### src/rtl/demux_deser4.sv
// demux_deser4: receive-side 4:1 time-slot deserializer.
// Collects four slot beats into one parallel word. Slot alignment comes from
// a sync marker on slot 0. A sync that arrives in the middle of a frame is
// counted as a framing error and restarts the frame at slot 0.
module demux_deser4 #(
   parameter int DATA_W = 1,
   parameter int ERR_W  = 8
) (
   input  logic                clk,
   input  logic                rst_n,
   input  logic [DATA_W-1:0]   din,
   input  logic                din_valid,
   input  logic                sync,
   output logic [4*DATA_W-1:0] o,
   output logic                o_valid,
   output logic [1:0]          slot,
   output logic                frame_err,
   output logic [ERR_W-1:0]    err_cnt
);

   typedef enum logic {
      HUNT    = 1'b0,
      COLLECT = 1'b1
   } state_t;

   state_t              state_reg, state_next;
   logic [1:0]          slot_reg, slot_next;
   logic [3*DATA_W-1:0] shadow_reg;
   logic [4*DATA_W-1:0] o_reg, o_next;
   logic                o_valid_reg, o_valid_next;
   logic                frame_err_reg, frame_err_next;
   logic [ERR_W-1:0]    err_cnt_reg, err_cnt_next;

   // Shadow write request: one enable plus the slot index it targets.
   logic                wr_en;
   logic [1:0]          wr_idx;
   logic [2:0]          shadow_we;

   logic                err_sat;
   assign err_sat = &err_cnt_reg;

   // Next-state and output decode; pulses default low so they last one cycle.
   always_comb begin
      state_next     = state_reg;
      slot_next      = slot_reg;
      o_next         = o_reg;
      o_valid_next   = 1'b0;
      frame_err_next = 1'b0;
      err_cnt_next   = err_cnt_reg;
      wr_en          = 1'b0;
      wr_idx         = 2'd0;
      if (din_valid) begin
         case (state_reg)
            HUNT: begin
               // Beats without sync are dropped silently while acquiring alignment.
               if (sync) begin
                  wr_en      = 1'b1;
                  wr_idx     = 2'd0;
                  slot_next  = 2'd1;
                  state_next = COLLECT;
               end
            end
            COLLECT: begin
               if (sync) begin
                  // Premature sync: abandon the partial frame and restart at slot 0.
                  frame_err_next = 1'b1;
                  if (!err_sat) begin
                     err_cnt_next = err_cnt_reg + 1'b1;
                  end
                  wr_en     = 1'b1;
                  wr_idx    = 2'd0;
                  slot_next = 2'd1;
               end else if (slot_reg == 2'd3) begin
                  // Last slot goes straight to the output word, never via the shadow.
                  o_next       = {din, shadow_reg};
                  o_valid_next = 1'b1;
                  slot_next    = 2'd0;
                  state_next   = HUNT;
               end else begin
                  wr_en     = 1'b1;
                  wr_idx    = slot_reg;
                  slot_next = slot_reg + 2'd1;
               end
            end
            default: begin
               state_next = HUNT;
               slot_next  = 2'd0;
            end
         endcase
      end
   end

   // State, counters and output registers.
   always_ff @(posedge clk or negedge rst_n) begin
      if (!rst_n) begin
         state_reg     <= HUNT;
         slot_reg      <= 2'd0;
         o_reg         <= '0;
         o_valid_reg   <= 1'b0;
         frame_err_reg <= 1'b0;
         err_cnt_reg   <= '0;
      end else begin
         state_reg     <= state_next;
         slot_reg      <= slot_next;
         o_reg         <= o_next;
         o_valid_reg   <= o_valid_next;
         frame_err_reg <= frame_err_next;
         err_cnt_reg   <= err_cnt_next;
      end
   end

   // One shadow lane per held slot (slots 0..2).
   generate
      for (genvar gi = 0; gi < 3; gi++) begin : g_shadow
         assign shadow_we[gi] = wr_en && (wr_idx == 2'(gi));

         // Capture the beat into this lane when it is the addressed slot.
         always_ff @(posedge clk or negedge rst_n) begin
            if (!rst_n) begin
               shadow_reg[gi*DATA_W +: DATA_W] <= '0;
            end else if (shadow_we[gi]) begin
               shadow_reg[gi*DATA_W +: DATA_W] <= din;
            end
         end
      end
   endgenerate

   assign o         = o_reg;
   assign o_valid   = o_valid_reg;
   assign slot      = slot_reg;
   assign frame_err = frame_err_reg;
   assign err_cnt   = err_cnt_reg;

endmodule

### config.mk
export PLATFORM = sky130hd
export DESIGN_NAME = demux_deser4
export DESIGN_NICKNAME = d
export VERILOG_FILES = /design/src/rtl/demux_deser4.sv
export SDC_FILE = /design/constraint.sdc
export NUM_CORES = 1
export LEC_CHECK = 0
export ABC_AREA = 1
export CAP_MARGIN = 20
export CORE_ASPECT_RATIO = 1.1
export CORE_MARGIN = 3
export CORE_UTILIZATION = 25
export DETAILED_ROUTE_END_ITERATION = 16
export DONT_BUFFER_PORTS = 1
export SKIP_LAST_GASP = 1
export SLEW_MARGIN = 20
export SYNTH_ARGS = -nofsm -noshare
export SYNTH_HDL_FRONTEND = slang
export SYNTH_SLANG_ARGS = --single-unit
### constraint.sdc
create_clock -name clk -period 1.4 [get_ports clk]
set_input_delay 0.21 -clock clk [delete_from_list [all_inputs] [get_ports clk]]
set_output_delay 0.21 -clock clk [all_outputs]
set_load 0.01 [all_outputs]
==> metrics.md, run 1 <==
| Metric | Value |
|---|---|
| Post-synth top area share | 47.23% |
| Cell area after layout | 0.001229 mm2 |
| Fraction of layout cells with a size suffix above 1 | 16.91% |
| CTS buffer count | 3 |
| Max FFs per register | 8 |
| DRC viols | 0 |
| Final Util | 30.53% |
| Placed insts | 183 |
| Status | complete, no violations |
| Final period utilization | 89.85% |
| Warnings, synthesis | 0 |
| Die width | 68.08 um |
| H-tree levels | 1 |
| Setup TNS | 0 ns |
| Crit Path Category | flop to flop |
| Slew Viols, Final | 0 |
| Worst-path clk slew | 0.07 ns |
| Vias | 795 |
| CTS tree | yes |
| Layout fillers | 448 |
| Post-CTS Setup Inserts | 0 |
| Routed len/inst | 10.77 um |
| DIE HEIGHT | 74.29 um |
| Area of the core | 0.004024 mm2 |
| Area of the die | 0.005057 mm2 |
| Gr ovfl total | 0 |
| Worst hold endpoint | state_reg |
| Via/cell ratio | 4.229 |
| Post-synth top area cell | dfrtp_1 |
| R2R cell count | 7 |
| Tmin final | 1.258 ns |
| Fmax achieved | 795.0 MHz |
| 1st-iter DRT viols | 63 |
| First-pass GRT wire length | 3346 um |
| Commonest cells in the synthesized netlist | nand2_1, dfrtp_1, inv_1 |
| Fin cells | 188 |
| Pre-CTS setup slack | 0.1301 ns |
| ANT cells | 0 |
| Synthesized flop and latch total | 20 |
| I/O pin count | 21 |
| Synth Flop Type | dfrtp_1 |
| Dpl cell area | 0.001162 mm2 |
| P_leak | 0.0006198 uW |
| Flop-to-flop setup slack | 0.14 ns |
| Routability Congestion | 0.7387 |
| Max_cap viols | 0 |
| Gr usage total | 8.757% |
| Worst R2R Start | slot[0] |
| Mapped Cells | 126 |
| Hold Path Cell Cnt | 1 |
| CP Max Fanout | 4 |
| Initial antenna violation count | 0 |
| CP Data Arrival Time | 1.41 ns |
| Reg2Reg Capture Point | shadow_reg[2] |
| Vias in the first global route | 759 |
| Synth area leaders | dfrtp_1, nand2_1, ha_1 |
| Syn_nets | 135 |
| Hold crit path type | input port to flop |
| Pre-antenna DRT Iters | 2 |
| Clock Sinks | 20 |
| Area grow syn2layout | 15.94% |
| Sequential area share after synthesis | 47.23% |
| HPWL after DPL | 1551 um |
| Final setup fails | 0 |
| EDFF count, synth | 0 |
| Worst hold path startpoint | din_valid |
| Clock latency on the worst-skew pair | 0.25 ns |
| Cell Pwr Density | 1408 mW/mm2 |
| Synth Area per Inst | 8.411 um2 |
| Worst rel slew slack | 36.79% |
| Yosys cell types | 23 |
| Post-synthesis cell area | 0.001060 mm2 |
| Critical Path RT | 1.55 ns |
| Clock skew after layout | 0.0008882 ns |
| Asr flop ratio synth | 100.0% |
| Largest net degree at the start of global routing | 21 |
| Hold Vio Cnt, Final | 0 |
| Tightest Pin Transition | 0.9450 ns |
| Max IR drop VDD | 0.8051 mV |
| Clock Tree Buf Depth | 2 |
| RSZ-0062 raised after global routing | false |
| Startpoint types | flop |
| CTS Root Cell | clkbuf_8 |
| Top-count cell post-synth | nand2_1 |
| Worst setup margin | 0.1421 ns |
| Nets | 146 |
| Final antenna-violating net count | 0 |
| Crit end category | flop |
| Num rows | 24 |
| I/O Buffers | 0 |
| Starting Density | 26.34% |
| Routed WL | 2025 um |
==> critical path, stage by stage (launching register included) <==
cell and delay [ns]:
dfrtp_2 0.45, inv_1 0.10, ha_1 0.18, nand2_1 0.09, nor2_1 0.13, nand3_1 0.09, nand2_1 0.07, nand2_1 0.05
==> cells in the final DEF (no fill, tap or decap), types with 2 or more instances in the layout <==
master and count:
nor2_1 5, dfrtp_1 19, inv_1 11, clkbuf_8 4, nand4_1 4, xnor2_1 2
o21ai_0 2, ha_1 4, inv_2 2, nand3_1 7, nand2_4 2, o21ai_1 2
nor2_2 3, buf_4 5, nand2_1 52
==> how the worst max path moves through the flow <==
stage | startpoint | to | cells past startpoint
global placement | slot[0] | shadow_reg[0] | 5
finish | slot[0] | shadow_reg[2] | 7
floorplan | err_cnt[0] | err_cnt[2] | 7
detailed placement | slot[0] | shadow_reg[2] | 5
global route | slot[0] | shadow_reg[2] | 7
CTS | slot[0] | shadow_reg[2] | 5
==> metal layers <==
| layer | vias up | share of wire, % | global-route usage (%) |
|---|---|---|---|
| li1 | 414 | - | - |
| met1 | 358 | 40 | 9.868 |
| met2 | 21 | 50 | 14.35 |
| met3 | 2 | 9.2 | 4.834 |
| met4 | 0 | 0.84 | 2.208 |
| met5 | - | 0 | 0 |
==> where the power goes <==
| group | internal, uW | switching (uW) | leakage, uW |
|---|---|---|---|
| logic | 174 | 243 | 0.000330 |
| registers | 715 | 167 | 0.000261 |
| clock network | 250 | 180 | 0.0000288 |
| total | 1140 | 591 | 0.000620 |
==> timing repair <==
item                                   in CTS  in global routing
hold buffers                                1                  0
setup endpoints to repair                   0                  1
resized for setup                           0                  1
endpoints found under the hold margin      20                  0
==> area by class of cell <==
class | count | area (um2) | area share (%)
timing repair buffer | 6 | 47.55 | 3.870
clock buffer | 4 | 55.05 | 4.481
multi-input combinational | 91 | 500.5 | 40.73
tap | 52 | 65.06 | 5.295
sequential | 20 | 501.7 | 40.83
inverter | 15 | 58.81 | 4.786
==> through the flow <==
| stage | hold WS [ns] | total power [uW] |
|---|---|---|
| floorplan | -0.08559 | 1173 |
| global placement | -0.08504 | 1305 |
| detailed placement | -0.08514 | 1310 |
| CTS | 0.02455 | 1765 |
| global route | 0.01660 | 1872 |
| finish | 0.03123 | 1730 |
==> logic make-up after synthesis <==
kind of cell / Yosys count / share of synthesized area, %
simple gates: 77 / 35.07
compound gates: 7 / 4.960
xor+xnor: 3 / 2.480
fa+ha+maj: 4 / 4.723
flops: 20 / 47.23
buf+inv: 15 / 5.549
Power figures use the tool's default switching activity.
==> run 2, diff against run 1 <==
--- a/config.mk
+++ b/config.mk
@@ -5,11 +5,11 @@
 export SDC_FILE = /design/constraint.sdc
 export NUM_CORES = 1
 export LEC_CHECK = 0
-export ABC_AREA = 1
 export CAP_MARGIN = 20
 export CORE_ASPECT_RATIO = 1.1
 export CORE_MARGIN = 3
 export CORE_UTILIZATION = 25
+export CTS_CLUSTER_DIAMETER = 50
 export DETAILED_ROUTE_END_ITERATION = 16
 export DONT_BUFFER_PORTS = 1
 export SKIP_LAST_GASP = 1
==> run 2 against run 1 <==
Against the previous run: non-clock buffer count is 13 higher; worst hold slack improved by 0.0073 ns; maximum frequency shrank 9.5%; first-iteration DRC count fell by 27%; sequential power grew 15%; sequential share of layout area fell by 1.4 points; synthesized cell count shrank 37%; register-to-register slack got worse by 0.13 ns; clock power hardly changed; die area is 5.7% lower; critical path depth fell by 2.
==> metrics.md, run 2 <==
| Metric | Value |
|---|---|
| Critical Path RT | 1.54 ns |
| H-tree levels | 1 |
| Asr flop ratio synth | 100.0% |
| Final Util | 34.05% |
| Area of the die | 0.004767 mm2 |
| Final setup fails | 0 |
| Clock Sinks | 20 |
| Max stage delay on crit path | 0.42 ns |
| Starting Density | 26.56% |
| Int Pwr | 1587 uW |
| Net switching power | 850.1 uW |
| Fmax achieved | 719.5 MHz |
| Dpl cell area | 0.001164 mm2 |
| Flop pwr share | 41.4% |
| Synthesized-area fraction occupied by adder cells | 5.038% |
| Final antenna-violating net count | 0 |
| Synth area leaders | dfrtp_1, mux2_2, ha_1 |
| Num rows | 23 |
| Vias in the first global route | 720 |
| 1st-iter DRT viols | 46 |
| Setup TNS | 0 ns |
| Worst rel slew slack | 37.72% |
| First-pass GRT wire length | 3429 um |
| Routed len/inst | 13.34 um |
| CTS tree | yes |
| Sw frac | 34.88% |
| Area grow syn2layout | 28.21% |
| Main combinational cell family by area after synthesis | simple AND/OR/NAND/NOR gates |
| Max_cap viols | 0 |
| Area of the core | 0.003741 mm2 |
| CTS buffer count | 3 |
| Yosys cell types | 27 |
| Tmin final | 1.390 ns |
| Status | complete, no violations |
| Hold crit path type | input port to flop |
| Final period utilization | 99.28% |
| Via/cell ratio | 4.658 |
| CP Data Arrival Time | 1.53 ns |
| Simple-Gate Fraction of Synth Area | 16.37% |
| I/O Buffers | 0 |
| Crit end category | flop |
| Max IR drop VDD | 0.9058 mV |
| DRC viols | 0 |
| Post-synth top area cell | dfrtp_1 |
| Gr ovfl total | 0 |
| EDFF count, synth | 0 |
| Nets | 112 |
| Synthesized flop and latch total | 20 |
| Crit path cell chain | inv_2, ha_4, nor4b_4, o21ai_1, mux2_2 |
| Syn_nets | 89 |
| ANT cells | 0 |
| Sequential area share after synthesis | 50.38% |
| Cell area after layout | 0.001274 mm2 |
| Fraction of layout cells with a size suffix above 1 | 42.16% |
| Logic pwr share | 40.8% |
| I/O pin count | 21 |
| Hold Vio Cnt, Final | 0 |
| Tightest Pin Transition | 0.9312 ns |
| Compound-gate portion of the synthesized area | 10.45% |
| Top-count cell post-synth | dfrtp_1 |
| Startpoint types | flop |
| Slowest cell on crit path | dfrtp_1 |
| HPWL after DPL | 1485 um |
| Gr usage total | 9.441% |
| Largest net degree at the start of global routing | 21 |
| Routed WL | 2028 um |
| Most frequent cells in the layout | dfrtp_1, buf_4, mux2_2 |
| Mapped Cells | 80 |
| Post-synthesis cell area | 993.5 um2 |
| Initial antenna violation count | 0 |
| Most common cell after layout, fill and taps aside | dfrtp_1 |
| Max FFs per register | 8 |
| DIE HEIGHT | 72.12 um |
| Vias | 708 |
| Worst-path clk slew | 0.07 ns |
| CTS Root Cell | clkbuf_8 |
| Pre-CTS setup slack | -0.01093 ns |
| CP Max Fanout | 4 |
| Post-synthesis mux area share | 11.21% |
| Clock latency on the worst-skew pair | 0.25 ns |
| Clock skew after layout | 0.001729 ns |
| Pre-antenna DRT Iters | 4 |
| Crit Path Category | flop to flop |
| Commonest cells in the synthesized netlist | dfrtp_1, mux2_2, inv_1, nand2_1 |
| Synth Flop Type | dfrtp_1 |
| P_leak | 0.0005837 uW |
| Clock share of power | 17.8% |
| Worst setup margin | 0.01006 ns |
| Post-synth top area share | 50.38% |
| RSZ-0062 raised after global routing | true |
| Clock Tree Buf Depth | 2 |
| Routability Congestion | 0.7577 |
| Slew Viols, Final | 0 |
| Cell Pwr Density | 1913 mW/mm2 |
| Warnings, synthesis | 0 |
| Synth Area in XOR/XNOR | 2.645% |
| Die width | 66.11 um |
| Synth Area per Inst | 12.42 um2 |
==> run 2: area by class of cell <==
| class | instances | area (um2) |
|---|---|---|
| clock buffers | 4 | 55.05 |
| multi-input cells | 54 | 490.5 |
| repair buffers | 19 | 145.1 |
| inverters | 5 | 18.77 |
| well taps | 50 | 62.56 |
| flip-flops and latches | 20 | 501.7 |
| fillers | 391 | 2467 |
==> run 2: through the flow <==
| step | hold slack (ns) | power (uW) | std cells |
|---|---|---|---|
| CTS | 0.02619 | 2412 | 149 |
| global placement | -0.08495 | 1843 | 143 |
| detailed placement | -0.08499 | 1889 | 143 |
| finish | 0.03855 | 2437 | 152 |
| floorplan | -0.08559 | 1547 | 80 |
| global route | 0.03187 | 2621 | 152 |
==> run 2: power by group through the flow <==
| stage | logic, uW | clock network (uW) | registers [uW] |
|---|---|---|---|
| 3_3_place_gp | 836 | 0 | 1010 |
| 4_1_cts | 938 | 462 | 1010 |
| 3_5_place_dp | 870 | 0 | 1020 |
| 6_report | 995 | 433 | 1010 |
| 5_1_grt | 1090 | 484 | 1040 |
| 2_1_floorplan | 483 | 0 | 1060 |
==> run 2: logic make-up after synthesis <==
family | count (synthesis)
AO/OA/AOI/OAI | 14
XOR/XNOR | 3
adder cells (fa/ha/maj) | 4
buffers and inverters | 6
flip-flops | 20
multiplexers | 10
AND/OR/NAND/NOR | 23
==> run 2: final timing paths <==
check | cells after the start | slack (ns) | endpoint | startpoint
min in group asynchronous | 1 | 0.54 | slot[1] | rst_n
min | 1 | 0.04 | slot[1] | sync
max reg2reg | 5 | 0.01 | shadow_reg[0] | slot[0]
max in group asynchronous | 1 | 0.24 | slot[1] | rst_n
min reg2reg | 1 | 0.51 | shadow_reg[1] | shadow_reg[1]
max | 5 | 0.01 | shadow_reg[0] | slot[0]
==> run 2: critical path: cells and delay by family, from the launching register on <==
family / cells / cell delay (ns)
and+or+nand+nor: 1 / 0.26
DFF: 1 / 0.42
buffers and inverters: 1 / 0.07
muxes: 1 / 0.26
adders and majority gates: 1 / 0.17
AOI/OAI and AO/OA: 1 / 0.09
==> run 2: timing repair <==
action / in CTS / in global routing
endpoints found under the setup margin: 1 / 4
hold buffers: 1 / 0
buffers inserted: 1 / 3
gates resized for setup: 2 / 2
pin swaps: 2 / 0
endpoints found under the hold margin: 20 / 0
==> run 2: metal layers <==
layer  GRT usage, %  up-vias  part of all wire [%]
met5              0        -                     0
met4          2.709        0                  0.44
met3          3.560        2                   6.1
met2          16.54       18                    53
met1          10.58      349                    41
li1               -      339                     -
==> edit 1, RTL diff (settings of run 1) <==
`o_reg` no longer has a reset.
--- a/src/rtl/demux_deser4.sv
+++ b/src/rtl/demux_deser4.sv
@@ -97,3 +97,2 @@
          slot_reg      <= 2'd0;
-         o_reg         <= '0;
          o_valid_reg   <= 1'b0;
@@ -104,3 +103,2 @@
          slot_reg      <= slot_next;
-         o_reg         <= o_next;
          o_valid_reg   <= o_valid_next;
@@ -109,2 +107,6 @@
       end
+   end
+
+   always_ff @(posedge clk) begin
+      o_reg <= o_next;
    end
Formal check against the unedited RTL: differs if rst_n is asserted again (counterexample within 10 cycles, from zero or initial values and one cycle with rst_n low); with rst_n held inactive, the same outputs for 10 cycles.
==> edit 1 against run 1 <==
- area after synthesis shrank 4.0%
- worst setup slack got worse by 33 ps
- sequential cell count unchanged
- clock power is 15% lower
- power fell by 8.1%
- combinational power is 5% lower
- first-iteration DRC count decreased by 60%
- cell area fell by 3.8%
- via count down 8.6%
- routed wire length fell by 4.2%
- sequential share of layout area grew 3.2 points
- largest cell class unchanged
==> edit 1: results (changes against run 1) <==
Outcome
  • Status: complete, no violations

Yosys
  • Adder and majority cell fraction of the synthesized area: 4.92% (+0.20 points)
  • Register area share after synthesis: 51.2% (+3.9 points)
  • Mean cell area of the mapped netlist: 8.92 um^2 (+6.1%)
  • Top post-synthesis cells by count: 41 x nand2_1, 16 x dfrtp_1, 12 x inv_1
  • Number of flops mapped to enable cells by yosys: 4 (+4)
  • Area fraction in compound gates after synthesis: 3.57% (-1.4 points)
  • Cell types with the largest area share after synthesis: dfrtp_1 39%, nand2_1 15%, edfxtp_1 12%
  • Post-synthesis cell type count: 21 (-8.7%)
  • FFs w/ async S/R, synth: 80.0% (-20 points)
  • Top cell type's share of synthesized area: 39.4% (-7.9 points)
  • Warnings, synthesis: 0 (unchanged)
  • Share of the synthesized netlist area taken by xor and xnor gates: 2.58% (+0.10 points)

Cells and area
  • Final net count: 135 (-7.5%)
  • Share of post-route cells with drive strength above 1: 17.6% (+0.69 points)
  • Fill cell total of the finished layout: 394 (-12%)
  • Final cell count without fillers: 175 (-6.9%)

Pwr
  • Internal power consumption: 1.07 mW (-6.4%)
  • Part of the total power dissipated in the clock network: 22.9% (-2.0 points)
  • Worst vdd ir: 0.357 mV (-56%)
  • Power in sequential cells: 0.828 mW (-6.1%)
  • Leakage power: 0.546 nW (-12%)
  • Pwr dens: 1340 nW/um^2 (-4.5%)

Worst hold path
  • Path class of the lowest-slack min-delay path: in2reg
  • Origin of the worst min-delay path: din
  • Worst-case hold path end point: o[3]$_DFFE_PP_
  • Worst hold path stage count: 0 (-1)

Critical path
  • Data arrival at the endpoint of the critical path: 1220 ps (-190 ps)
  • CP Max Fanout: 5 (+1)
  • CP endpoint: o[1]$_DFFE_PP_
  • Register-to-register setup slack: 110 ps (-30 ps)
  • Worst Reg2Reg Path Length in Cells: 3 (-4)

Timing
  • Setup Skew: 0.681 ps (-0.207 ps)
  • Measured slew at the worst slew-check pin: 752 ps (-193 ps)
  • Min Tclk post-route: 1290 ps (+33.1 ps)
  • Final hold slack: 53.0 ps (+21.8 ps)

Global route
  • Via count of the first global-routing pass: 739 (-2.6%)
  • Largest net degree at the start of global routing: 17 (-19%)
  • Global-route usage over all layers: 8.68% (-0.076 points)
  • Wire length of the first global-routing pass: 3230 um (-3.5%)

Routing
  • Vias post-DR: 727 (-8.6%)
  • DRT Wirelength: 1940 um (-4.2%)
  • Sum of routed wire segments on met1: 807 um (-1.1%)
  • Detailed route wirelength on metal2: 958 um (-4.6%)
  • Starting DRC count in detailed routing: 25 (-60%)
  • Met3 WL post-DR: 164 um (-12%)
  • DR pass1 iterations: 3 (+1)

Placed design
  • Cell total after placement: 170 (-7.1%)
  • Sum of net half-perimeters after detailed placement: 1550 um (-0.26%)
  • Placer Congestion: 0.771 (+4.4%)
  • Cell area after placement: 1120 um^2 (-3.2%)

Clocking
  • Cts bufs inserted: 3 (unchanged)
  • Clock slew at the register clock pins of the worst setup and hold paths: 70 ps (about the same)
## edit 1: cell count changes after synthesis, sizes merged
cell,delta
dfrtp,-4
o21bai,-1
o21a,+1
nand4,-2
nor3,+1
clkinv,-1
o21ai,-1
nor2,+1
edfxtp,+4
nand2,-10
## edit 1: worst max-delay path: stages (launching register included)
cell	delay [ps]
dfrtp_1	430
ha_1	180
nand2_1	90
nor2_1	270
## edit 1: repair_timing
item / CTS / global route
resized for setup: 0 / 1
setup endpoints to repair: 0 / 1
hold endpoints to repair: 16 / 0
hold buffers: 1 / 0
## edit 1: cell type report
class	instances	area (um^2)	area share, %
clock buffers	3	41.3	3.49
clock inverters	1	3.75	0.317
multi-input cells	80	444	37.6
flip-flops and latches	20	520	44.0
repair buffers	7	55.1	4.66
inverters	14	55.1	4.66
well taps	50	62.6	5.29
## edit 1: metal layers
metal,vias up,track usage (%)
met4,0,3.39
met1,334,8.99
met3,2,3.54
met5,-,0
met2,14,15.4
li1,377,-
==> edit 2, RTL diff (flow settings as in run 1) <==
Made on the original files. `ERR_W`: 8 -> 9.
--- a/src/rtl/demux_deser4.sv
+++ b/src/rtl/demux_deser4.sv
@@ -6,3 +6,3 @@
    parameter int DATA_W = 1,
-   parameter int ERR_W  = 8
+   parameter int ERR_W  = 9
 ) (
Interface: changed (resized err_cnt); port bits go from 21 to 22. No check against the original RTL was run, so the function may have changed too.
==> edit 2 against run 1 <==
- the flow now finishes with violations (negative setup slack)
- highest routed layer unchanged
- routed wire length up 20%
- cell area up 13%
- clock skew up 1.9 ps
- worst setup slack worse by 300 ps
- area after synthesis down 0.24%
- power up 13%
- die area down 0.22%
- sequential cell count up 1
==> edit 2: results (changes against run 1) <==
Global route
  • Largest net degree at the start of global routing: 22 (+4.8%)
  • Wire length of the first global-routing pass: 4170 um (+25%)
  • Global-route usage over all layers: 10.9% (+2.2 points)
  • Via count of the first global-routing pass: 966 (+27%)

Timing
  • Setup slack of the critical path after layout: -157 ps (-299 ps)
  • Measured slew at the worst slew-check pin: 505 ps (-440 ps)
  • Final hold slack: 35.7 ps (+4.44 ps)
  • Setup violators final: 9 (+9)
  • Setup Skew: 2.77 ps (+1.88 ps)
  • Setup TNS: -1080 ps (-1080 ps)

Placed design
  • Sum of net half-perimeters after detailed placement: 1660 um (+6.8%)
  • Worst slack at placement: -216 ps (-346 ps)
  • Placer Congestion: 0.812 (+10%)
  • Cell total after placement: 184 (+0.55%)

Cells and area
  • Final net count: 154 (+5.5%)
  • Number of flip-flops under the largest register name: 9 (+1)
  • Share of post-route cells with drive strength above 1: 33.6% (+17 points)
  • Fill cell total of the finished layout: 424 (-5.4%)

Outcome
  • Failing checks: negative setup slack
  • Status: complete, but fails checks

Critical path
  • CP Max Fanout: 6 (+2)
  • Data arrival at the endpoint of the critical path: 1710 ps (+300 ps)

Pwr
  • Leakage power: 0.669 nW (+8.0%)
  • Worst vdd ir: 0.525 mV (-35%)

Routing
  • DRT Wirelength: 2440 um (+20%)
  • DR pass1 iterations: 4 (+2)
  • Vias post-DR: 858 (+7.9%)
  • Drt wl/cell: 12.5 um (+16%)
  • Starting DRC count in detailed routing: 26 (-59%)

Yosys
  • Total nets after synthesis: 130 (-3.7%)
  • Mean cell area of the mapped netlist: 8.81 um^2 (+4.8%)
  • Top post-synthesis cells by count: 47 x nand2_1, 21 x dfrtp_1, 9 x inv_1
  • Post-synthesis cell type count: 25 (+8.7%)
  • FFs w/ async S/R, synth: 100% (unchanged)
  • Register area share after synthesis: 49.7% (+2.5 points)
  • Cell types with the largest area share after synthesis: dfrtp_1 50%, nand2_1 17%, ha_1 5.9%

Clocking
  • Cts bufs inserted: 3 (unchanged)
  • Maximum buffer depth of the clock tree: 2 (unchanged)
edit 2: worst paths after layout:
check	cells after the start	startpoint	endpoint
worst min-delay path	1	din_valid	state_reg$_DFFE_PN0P_
max in group asynchronous	2	rst_n	err_cnt[0]$_DFFE_PN0P_
min in group asynchronous	2	rst_n	shadow_reg[0]$_DFFE_PN0P_
worst min register to register	2	shadow_reg[2]$_DFFE_PN0P_	o[2]$_DFFE_PN0P_
worst max register to register	9	err_cnt[1]$_DFFE_PN0P_	err_cnt[0]$_DFFE_PN0P_
worst max-delay path	9	err_cnt[1]$_DFFE_PN0P_	err_cnt[0]$_DFFE_PN0P_
edit 2: cells by family (layout without fill, tap and decap cells):
logic type / count (synthesis) / count (layout) / synth area share (%)
xor gates and xnor gates: 4 / 4 / 4.02
buffers and inverters: 14 / 36 / 6.15
adders and majority gates: 5 / 5 / 5.92
DFF: 21 / 21 / 49.7
and+or+nand+nor: 69 / 70 / 29.8
AOI/OAI and AO/OA: 7 / 7 / 4.38
edit 2: where the power goes:
part | switching [mW] | internal, mW
clock network | 0.204 | 0.203
logic | 0.350 | 0.301
registers | 0.135 | 0.756
total | 0.688 | 1.26
edit 2: per-stage QoR:
step                util, %  instance area, um^2
floorplan                 -                 1080
global placement       30.4                 1220
detailed placement     30.4                 1220
CTS                    32.8                 1320
global route           34.4                 1390
finish                 34.4                 1390
edit 2: per-layer routing:
layer,share of wire [%],track usage [%],up-vias
li1,-,-,425
met5,0,0,-
met2,51,18.5,25
met3,6.0,3.78,5
met4,1.6,4.42,0
met1,41,12.4,403
edit 2: worst reg2reg max path: stages (launching register included):
cell     delay [ps]
dfrtp_2         390
ha_4            150
nand3_4          90
nor4_4          150
ha_2            220
inv_2            40
nand2_4          80
nor2_4           60
buf_6           140
xor2_2          130
edit 2: cell type report:
cell class / count / area [um^2] / share of cell area (%)
multi-input cells: 86 / 551 / 39.7
inverters: 13 / 50.0 / 3.61
well taps: 52 / 65.1 / 4.70
repair buffers: 19 / 146 / 10.6
flip-flops and latches: 21 / 528 / 38.1
clock buffers: 4 / 45.0 / 3.25
edit 2: what timing repair did:
| item | CTS | global route |
|---|---|---|
| pin swaps | 5 | 5 |
| setup buffers | 1 | 3 |
| gates cloned | 1 | 0 |
| gates resized for setup | 7 | 8 |
| endpoints found under the setup margin | 9 | 11 |
| endpoints found under the hold margin | 21 | 21 |
| hold buffers | 1 | 1 |
